--- src/rtl/tone_seq_pkg.sv ---
// Shared types and constants for the tone sequencer: FSM states, field widths,
// tempo tick length and the ROM field encodings for rests and end-of-song.
package tone_seq_pkg;

   typedef enum logic [2:0] {
      S_IDLE,
      S_FETCH,
      S_LATCH,
      S_PLAY,
      S_DONE
   } state_t;

   localparam int HALF_W_DEF = 16;
   localparam int DUR_W_DEF  = 8;

   localparam int END_DUR   = 0;
   localparam int REST_HALF = 0;

   function automatic int tick_cycles(input int clk_freq, input int tempo_hz);
      return clk_freq / tempo_hz;
   endfunction

endpackage

--- src/rtl/tone_divider.sv ---
// Square-wave generator: toggles frq every `half` enabled clocks; a zero
// half-period is a rest and keeps frq low.
module tone_divider
   import tone_seq_pkg::*;
#(
   parameter int HALF_W = HALF_W_DEF
) (
   input  logic              clk,
   input  logic              rst,
   input  logic              clr,
   input  logic              en,
   input  logic [HALF_W-1:0] half,
   output logic              frq
);

   logic [HALF_W-1:0] cnt;

   always_ff @(posedge clk or posedge rst) begin
      if (rst) begin
         cnt <= '0;
         frq <= 1'b0;
      end else if (clr || half == HALF_W'(REST_HALF)) begin
         cnt <= '0;
         frq <= 1'b0;
      end else if (en) begin
         if (cnt == half - HALF_W'(1)) begin
            cnt <= '0;
            frq <= ~frq;
         end else begin
            cnt <= cnt + HALF_W'(1);
         end
      end
   end

endmodule

--- src/rtl/tone_sequencer.sv ---
// Melody player: walks a song ROM of (half-period, duration) entries, holding
// each note for duration tempo ticks and driving the codec tone level.
module tone_sequencer
   import tone_seq_pkg::*;
#(
   parameter int CLK_FREQ = 18432000,
   parameter int TEMPO_HZ = 16,
   parameter int ADDR_W   = 6,
   parameter int HALF_W   = HALF_W_DEF,
   parameter int DUR_W    = DUR_W_DEF
) (
   input  logic                    iCLK_18_4,
   input  logic                    sys_rst,
   input  logic                    iStart,
   input  logic                    iStop,
   input  logic                    iLoop,
   output logic [ADDR_W-1:0]       oAddr,
   input  logic [HALF_W+DUR_W-1:0] iData,
   output logic                    oFrq,
   output logic                    oBusy,
   output logic                    oDone
);

   localparam int TICK_CYCLES = tick_cycles(CLK_FREQ, TEMPO_HZ);
   localparam int TICK_W      = $clog2(TICK_CYCLES);
   localparam logic [TICK_W-1:0] TICK_LAST = TICK_W'(TICK_CYCLES - 1);
   localparam logic [ADDR_W-1:0] ADDR_LAST = '1;

   state_t            state;
   logic [TICK_W-1:0] tick_cnt;
   logic [HALF_W-1:0] half_reg;
   logic [DUR_W-1:0]  dur_reg;
   logic              tick_tc, note_end, tone_en, tone_clr;

   assign tick_tc  = (tick_cnt == TICK_LAST);
   assign tone_en  = (state == S_PLAY);
   assign note_end = tone_en && tick_tc && (dur_reg == DUR_W'(1));
   // Tone is forced silent outside PLAY and on the note-ending edge
   assign tone_clr = iStop || !tone_en || note_end;

   always_ff @(posedge iCLK_18_4 or posedge sys_rst) begin
      if (sys_rst) begin
         state    <= S_IDLE;
         oAddr    <= '0;
         oBusy    <= 1'b0;
         oDone    <= 1'b0;
         tick_cnt <= '0;
         half_reg <= '0;
         dur_reg  <= '0;
      end else begin
         oDone <= 1'b0;
         if (iStop) begin
            state    <= S_IDLE;
            oAddr    <= '0;
            oBusy    <= 1'b0;
            tick_cnt <= '0;
         end else begin
            case (state)
               S_IDLE: begin
                  oAddr    <= '0;
                  tick_cnt <= '0;
                  if (iStart) begin
                     state <= S_FETCH;
                     oBusy <= 1'b1;
                  end
               end
               S_FETCH: state <= S_LATCH;
               S_LATCH: begin
                  half_reg <= iData[HALF_W+DUR_W-1:DUR_W];
                  dur_reg  <= iData[DUR_W-1:0];
                  tick_cnt <= '0;
                  if (iData[DUR_W-1:0] == DUR_W'(END_DUR)) begin
                     state <= S_DONE;
                     oDone <= 1'b1;
                  end else begin
                     state <= S_PLAY;
                  end
               end
               S_PLAY: begin
                  if (tick_tc) begin
                     tick_cnt <= '0;
                     dur_reg  <= dur_reg - DUR_W'(1);
                     if (note_end) begin
                        if (oAddr != ADDR_LAST) begin
                           oAddr <= oAddr + ADDR_W'(1);
                           state <= S_FETCH;
                        end else if (iLoop) begin
                           oAddr <= '0;
                           state <= S_FETCH;
                        end else begin
                           state <= S_DONE;
                           oDone <= 1'b1;
                        end
                     end
                  end else begin
                     tick_cnt <= tick_cnt + TICK_W'(1);
                  end
               end
               S_DONE: begin
                  state <= S_IDLE;
                  oAddr <= '0;
                  oBusy <= 1'b0;
               end
               default: state <= S_IDLE;
            endcase
         end
      end
   end

   tone_divider #(.HALF_W(HALF_W)) u_div (
      .clk  (iCLK_18_4),
      .rst  (sys_rst),
      .clr  (tone_clr),
      .en   (tone_en),
      .half (half_reg),
      .frq  (oFrq)
   );

endmodule

--- config.mk ---
export PLATFORM = sky130hd
export DESIGN_NAME = tone_sequencer
export DESIGN_NICKNAME = d
export VERILOG_FILES = /design/src/rtl/tone_seq_pkg.sv /design/src/rtl/tone_divider.sv /design/src/rtl/tone_sequencer.sv
export SDC_FILE = /design/constraint.sdc
export NUM_CORES = 1
export LEC_CHECK = 0
export CAP_MARGIN = 10
export CORE_MARGIN = 2
export CORE_UTILIZATION = 35
export DETAILED_ROUTE_END_ITERATION = 8
export DONT_BUFFER_PORTS = 1
export GPL_TIMING_DRIVEN = 0
export PLACE_DENSITY = 0.52
export REMOVE_ABC_BUFFERS = 1
export SLEW_MARGIN = 20
export SYNTH_ARGS = -nofsm -noshare
export SYNTH_HDL_FRONTEND = slang
export SYNTH_SLANG_ARGS = --single-unit
--- constraint.sdc ---
create_clock -name iCLK_18_4 -period 4.4 [get_ports iCLK_18_4]
set_input_delay 0.88 -clock iCLK_18_4 [delete_from_list [all_inputs] [get_ports iCLK_18_4]]
set_output_delay 0.88 -clock iCLK_18_4 [all_outputs]
set_load 0.01 [all_outputs]
==> results by group, run 1 <==
STA
  – Final Setup Violations: 0
  – Slew at the pin with the worst max-slew slack: about 0.9 ns
  – Rel. slew slack: 39.5%
  – Slew Viols, Final: 0
  – Final worst path period share: around 70%
  – FMAX: around 330 MHz
  – Setup TNS Final: 0 ns
  – Clk_skew: about 0.0068 ns
  – Final min period: 3.04 ns
  – Final Hold Violating Endpoints: 0
  – Hold_ws: 0.390 ns
  – Unrepaired setup endpoints after global routing: false

Route
  – DR vias: roughly 3300
  – DRT Wirelength: between 9000 and 10000 um
  – Via density: roughly 5.4
  – Initial DRC count: between 200 and 300
  – DRC: 0
  – Routed WL per cell: approximately 15 um
  – First-pass DRT Iterations: 5
  – Routed Antenna Nets: 0

Yosys
  – Synth Area in Compound Gates: a little under an eighth
  – Post-synth ARST share: 100%
  – Post-Syn Area: between 0.004 and 0.005 mm^2
  – Most frequent cell after synthesis: dfrtp_1
  – Simple-gate share of the synthesized area: between 20% and 30%
  – Post-synth cell types: 61
  – Synth Register Bits: 73
  – Synth warn: 0
  – Synthesized instance count: around 460
  – Leading area contributor after synthesis: dfrtp_1
  – Post-synth top area share: approximately 43%
  – Synth Area in XOR/XNOR: under 10%
  – Sequential area share after synthesis: 43.0%
  – Number of synthesized flops with an enable pin: 0
  – Post-Synth Adder-Cell Area: ~1.8%
  – Top cells by count, synth: dfrtp_1, nor2_1, nand2_1, nor3_1, xor2_1
  – Largest family of logic cells by synthesized area: simple AND/OR/NAND/NOR gates
  – Ys flop type: dfrtp_1
  – Synth Area per Inst: slightly above 9 um^2
  – Synth top area cells: dfrtp_1, nor2_1, xor2_1
  – Post-synthesis mux area share: under 10%

Global routing
  – Gr usage total: between 10% and 20%
  – Vias in the first global route: about 3300
  – First-pass GRT wire length: 16400 um
  – Largest net degree at the start of global routing: a little over 50
  – Total grt overflow: 0
  – Initial antenna violation count: 0

Worst setup path
  – Setup crit start kind: register
  – Max Fanout on Critical Path: 17
  – Slowest CP cell: nor4_4
  – Required @ worst endpoint: approximately 4.6 ns
  – CP top delay family: simple AND/OR/NAND/NOR gates
  – Stages on the worst setup path: 8
  – CP Capture Point: u_div.frq$_DFFE_PP0P_
  – CP Capture Type: register
  – Critical path type: register to register
  – Critical Path Max Stage Delay: 0.84 ns
  – CP Buf/Inv Count: 1
  – Cell-by-cell trace of the critical path: inv_1, ha_1, nor3b_2, a21oi_1, a211oi_1, nand4_1, nor4_4, mux2_4
  – R2R Setup Slk: roughly 1.4 ns
  – Worst R2R End: u_div.frq$_DFFE_PP0P_
  – RR Startpoint: half_reg[0]$_DFFE_PP0P_
  – Worst path arrival time: 3.26 ns
  – R2R cell count: 8
  – Critical path origin: half_reg[0]$_DFFE_PP0P_

Clock tree
  – CTS Buf Count: 9
  – # hold bufs at CTS: 0
  – Resized Gates After CTS: 0
  – Clk_lat worst skew: around 0.33 ns
  – CTS tree: done
  – Clock sinks: between 70 and 80
  – CTS max path bufs: 2
  – Reg clk slew, reported paths: approximately 0.060 ns
  – Post-CTS Setup Repair Bufs: 0
  – H-Tree Depth: 3
  – CTS root buffer: clkbuf_16

Power and ir drop
  – Gate power share: about 22%
  – Sw Ratio: between 30% and 40%
  – P_sw: a little under 700 uW
  – Clock power frac: between 30% and 40%
  – Internal power: about 1.4 mW
  – Design Power: about 2.1 mW
  – Worst vdd ir: 0.171 mV
  – Seq pwr share: between 40 and 50%
  – PD cells: about 460 mW/mm^2
  – Leakage: 1.83 nW

Die
  – Top Ports: 38
  – Core region area: ~0.012 mm^2
  – Initial Util: a little over a third
  – Rows: 40
  – Die Height: between 100 and 150 um
  – Die area: approximately 0.013 mm^2
  – Die Wd: ~110 um

Min path
  – Worst hold path type: primary input to asynchronous set/reset pin

Final layout
  – # diodes: 0
  – Synth-to-Final Area Change: 10.0%
  – Share of cells above drive strength 1: 10.9%
  – Finished Core Util: 39.3%
  – Net count, final: 488
  – Max reg flops: 21
  – Fillers: about 1200

Job
  – Max Cap Violations: 0

Status
  – Status: finished clean

Place
  – I/O Buffers: 0
  – RD Place Congestion: around 0.74
  – Post-DP HPWL: roughly 6900 um
[cells by family after synthesis]
kind of cell               Yosys count
and+or+nand+nor                    216
muxes                               14
adders and majority gates            6
DFF                                 73
buffers and inverters               27
xor gates and xnor gates            47
AOI/OAI and AO/OA                   74
[through the flow]
stage | setup slack, ns | cells | area [um^2]
floorplan | 1.67 | 441 | 4170
global placement | 0.664 | 588 | 4360
CTS | 1.35 | 605 | 4680
detailed placement | 1.37 | 589 | 4390
finish | 1.36 | 605 | 4680
global route | 1.11 | 605 | 4680
[routing by layer]
layer | vias to the layer above | track usage [%] | part of all wire, %
met3 | 14 | 4.02 | 4.5
met1 | 1586 | 21.9 | 50
met5 | - | 0 | 0
li1 | 1639 | - | -
met4 | 0 | 6.26 | 1.7
met2 | 57 | 23.8 | 44
[cell usage in the layout, fill, tap and decap left out, drive strengths merged, types with 12 or more instances in the layout]
cell    instances
a21oi          18
dfrtp          73
clkbuf         13
nand2          32
o21ai          28
mux2           14
nor2           58
and3           12
nand3          22
xor2           24
nor3           25
xnor2          23
[final cells by class]
| class | count | area (um^2) | share of cell area, % |
|---|---|---|---|
| inverter | 11 | 43.8 | 0.936 |
| tap | 147 | 184 | 3.93 |
| multi-input combinational | 357 | 2310 | 49.3 |
| sequential | 73 | 1830 | 39.0 |
| clock inverter | 3 | 40.0 | 0.856 |
| timing repair buffer | 1 | 27.5 | 0.588 |
| clock buffer | 13 | 250 | 5.35 |
[how the worst min path moves through the flow]
stage                                      start                     end  slack (ns)  cells after the start
after detailed placement  dur_reg[7]$_DFFE_PP0P_  dur_reg[7]$_DFFE_PP0P_        0.50                      1
after CTS                                sys_rst         oDone$_DFF_PP0_        0.40                      1
after global placement    dur_reg[7]$_DFFE_PP0P_  dur_reg[7]$_DFFE_PP0P_        0.50                      1
final                                    sys_rst    oAddr[3]$_DFFE_PP0P_        0.39                      1
after floorplan           dur_reg[7]$_DFFE_PP0P_  dur_reg[7]$_DFFE_PP0P_        0.47                      1
after global routing                     sys_rst    oAddr[2]$_DFFE_PP0P_        0.40                      1
[power groups by stage]
stage / clock [mW] / sequential, mW / combinational, mW
6_report: 0.721 / 0.939 / 0.475
2_1_floorplan: 0 / 0.901 / 0.394
4_1_cts: 0.739 / 0.939 / 0.479
5_1_grt: 0.782 / 0.964 / 0.540
3_3_place_gp: 0 / 0.947 / 0.460
3_5_place_dp: 0 / 0.950 / 0.478
Power figures use the tool's default switching activity.
==> inputs of run 2 (changes only) <==
clock period = 2.9 ns   (was 4.4 ns; I/O delays follow)
==> results by group, run 2 (synthesized netlist as in run 1, its figures left out) <==
Final layout
  – Max reg flops: 21 (unchanged)
  – Net count, final: 492 (was 488)
  – Final instance area: 0.00471 mm^2 (was 0.00468 mm^2)
  – Register area: 0.00183 mm^2 (unchanged)
  – # diodes: 0 (unchanged)
  – Share of cells above drive strength 1: 11.7% (was 10.9%)
  – Area of the multi-input gates: 0.00231 mm^2 (unchanged)
  – Synth-to-Final Area Change: 10.7% (was 10.0%)
  – Fillers: 1207 (was 1211)
  – Commonest non-fill, non-tap cell in the layout: dfrtp_1 (unchanged)
  – Final non-filler cell total: 609 (was 605)
  – Most frequent cells in the layout: dfrtp_1, nor2_1, nand2_1, nor3_1, xor2_1 (unchanged)
  – Finished Core Util: 39.5% (was 39.3%)

Worst setup path
  – Required @ worst endpoint: 3.16 ns (was 4.62 ns)
  – CP Capture Point: oAddr[3]$_DFFE_PP0P_ (was u_div.frq$_DFFE_PP0P_)
  – Worst path arrival time: 2.89 ns (was 3.26 ns)
  – Max Fanout on Critical Path: 12 (was 17)
  – Critical path origin: dur_reg[3]$_DFFE_PP0P_ (was half_reg[0]$_DFFE_PP0P_)
  – R2R Setup Slk: 0.27 ns (was 1.36 ns)
  – R2R cell count: 6 (was 8)
  – Critical path type: register to register (unchanged)
  – CP Capture Type: register (unchanged)
  – RR Startpoint: dur_reg[3]$_DFFE_PP0P_ (was half_reg[0]$_DFFE_PP0P_)
  – Setup crit start kind: register (unchanged)
  – Worst R2R End: oAddr[3]$_DFFE_PP0P_ (was u_div.frq$_DFFE_PP0P_)

STA
  – Setup TNS Final: 0 ns (unchanged)
  – Hold_ws: 0.0906 ns (was 0.390 ns)
  – Final Setup Violations: 0 (unchanged)
  – FMAX: 381 MHz (was 329 MHz)
  – Slew Viols, Final: 0 (unchanged)
  – Clk_skew: 0.00715 ns (was 0.00684 ns)
  – Unrepaired setup endpoints after global routing: false (unchanged)
  – Final Hold Violating Endpoints: 0 (unchanged)
  – Rel. slew slack: 38.7% (was 39.5%)
  – Final min period: 2.63 ns (was 3.04 ns)
  – Slew at the pin with the worst max-slew slack: 0.920 ns (was 0.901 ns)
  – Final worst path period share: 90.6% (was 69.1%)

Power and ir drop
  – Internal power: 2.20 mW (was 1.45 mW)
  – Gate power share: 22.2% (was 22.3%)
  – Clock power frac: 33.8% (about the same)
  – P_sw: 1.04 mW (was 688 uW)
  – Sw Ratio: 32.2% (about the same)
  – Leakage: 1.85 nW (was 1.83 nW)
  – PD cells: 688 mW/mm^2 (was 456 mW/mm^2)
  – Seq pwr share: 43.9% (was 44.0%)
  – Worst vdd ir: 0.257 mV (was 0.171 mV)

Clock tree
  – CTS max path bufs: 2 (unchanged)
  – H-Tree Depth: 3 (unchanged)
  – CTS tree: done (unchanged)
  – Clk_lat worst skew: 0.33 ns (about the same)
  – Resized Gates After CTS: 0 (unchanged)
  – Clock sinks: 73 (unchanged)
  – # hold bufs at CTS: 0 (unchanged)
  – CTS Buf Count: 9 (unchanged)
  – CTS root buffer: clkbuf_16 (unchanged)
  – Reg clk slew, reported paths: 0.05 ns (was 0.06 ns)

Global routing
  – First-pass GRT wire length: 16500 um (was 16400 um)
  – Vias in the first global route: 3314 (was 3297)
  – Total grt overflow: 0 (unchanged)
  – Gr usage total: 15.9% (was 15.8%)
  – Largest net degree at the start of global routing: 51 (unchanged)
  – Initial antenna violation count: 0 (unchanged)

Job
  – Max Cap Violations: 0 (unchanged)

Die
  – Top Ports: 38 (unchanged)
  – Rows: 40 (unchanged)
  – Core region area: 0.0119 mm^2 (unchanged)
  – Initial Util: 35.7% (unchanged)
  – Die Height: 114 um (unchanged)
  – Die Wd: 114 um (unchanged)
  – Die area: 0.0130 mm^2 (unchanged)

Route
  – DRT Wirelength: 9400 um (was 9290 um)
  – First-pass DRT Iterations: 5 (unchanged)
  – Via density: 5.47 (was 5.45)
  – Initial DRC count: 277 (was 264)
  – DRC: 0 (unchanged)
  – Routed Antenna Nets: 0 (unchanged)
  – Routed WL per cell: 15.4 um (about the same)
  – DR vias: 3330 (was 3296)

Min path
  – Worst hold path type: primary input to asynchronous set/reset pin (unchanged)

Place
  – RD Place Congestion: 0.741 (unchanged)
  – Placed Instances: 589 (unchanged)
  – I/O Buffers: 0 (unchanged)
  – Post-DP HPWL: 6880 um (unchanged)
  – Dpl cell area: 0.00439 mm^2 (unchanged)

Status
  – Status: finished clean (unchanged)
==> run 2: cell count changes in the layout (fill, tap and decap cells not counted) <==
cell and change:
buf_4 +4
==> run 2: how the worst min path moves through the flow <==
stage	start	endpoint	slack (ns)	cells after the start
after CTS	sys_rst	oDone$_DFF_PP0_	0.1	1
after detailed placement	sys_rst	oAddr[3]$_DFFE_PP0P_	0.45	1
after floorplan	dur_reg[7]$_DFFE_PP0P_	dur_reg[7]$_DFFE_PP0P_	0.47	1
after global placement	dur_reg[7]$_DFFE_PP0P_	dur_reg[7]$_DFFE_PP0P_	0.50	1
after global routing	sys_rst	oAddr[3]$_DFFE_PP0P_	0.10	1
final	sys_rst	oAddr[3]$_DFFE_PP0P_	0.09	1
==> run 2: what timing repair did <==
item / in CTS / in global routing
hold endpoints to repair: 0 / 0
endpoints found under the setup margin: 2 / 0
setup buffers: 4 / 0
==> run 2: layout make-up <==
class,instances,share of cell area (%)
well taps,147,3.91
flip-flops and latches,73,38.8
inverters,11,0.930
clock inverters,3,0.850
repair buffers,5,1.22
clock buffers,13,5.31
multi-input cells,357,49.0
==> run 2: power by group through the flow <==
stage | Sequential [mW] | Combinational (mW) | Clock (mW)
finish | 1.42 | 0.721 | 1.10
floorplan | 1.37 | 0.598 | 0
detailed placement | 1.44 | 0.726 | 0
global route | 1.46 | 0.819 | 1.18
global placement | 1.44 | 0.698 | 0
CTS | 1.42 | 0.728 | 1.12
==> run 2: critical path: stages, from the launching register on <==
cell and delay [ns]:
dfrtp_1 0.45, or4_1 0.61, nor4_2 0.38, and3_1 0.24, o21ai_1 0.23, or4_1 0.55
nand3_1 0.10
==> run 2: through the flow <==
stage	power, mW	setup slack, ns
floorplan	1.96	0.202
global placement	2.14	-0.536
detailed placement	2.17	-0.133
CTS	3.27	0.277
global route	3.47	0.116
finish	3.24	0.274
==> run 2: routing by layer <==
metal	track usage [%]	part of all wire, %
met3	4.02	5.5
met4	6.26	1.6
met2	23.9	44
met5	0	0
met1	22.1	49
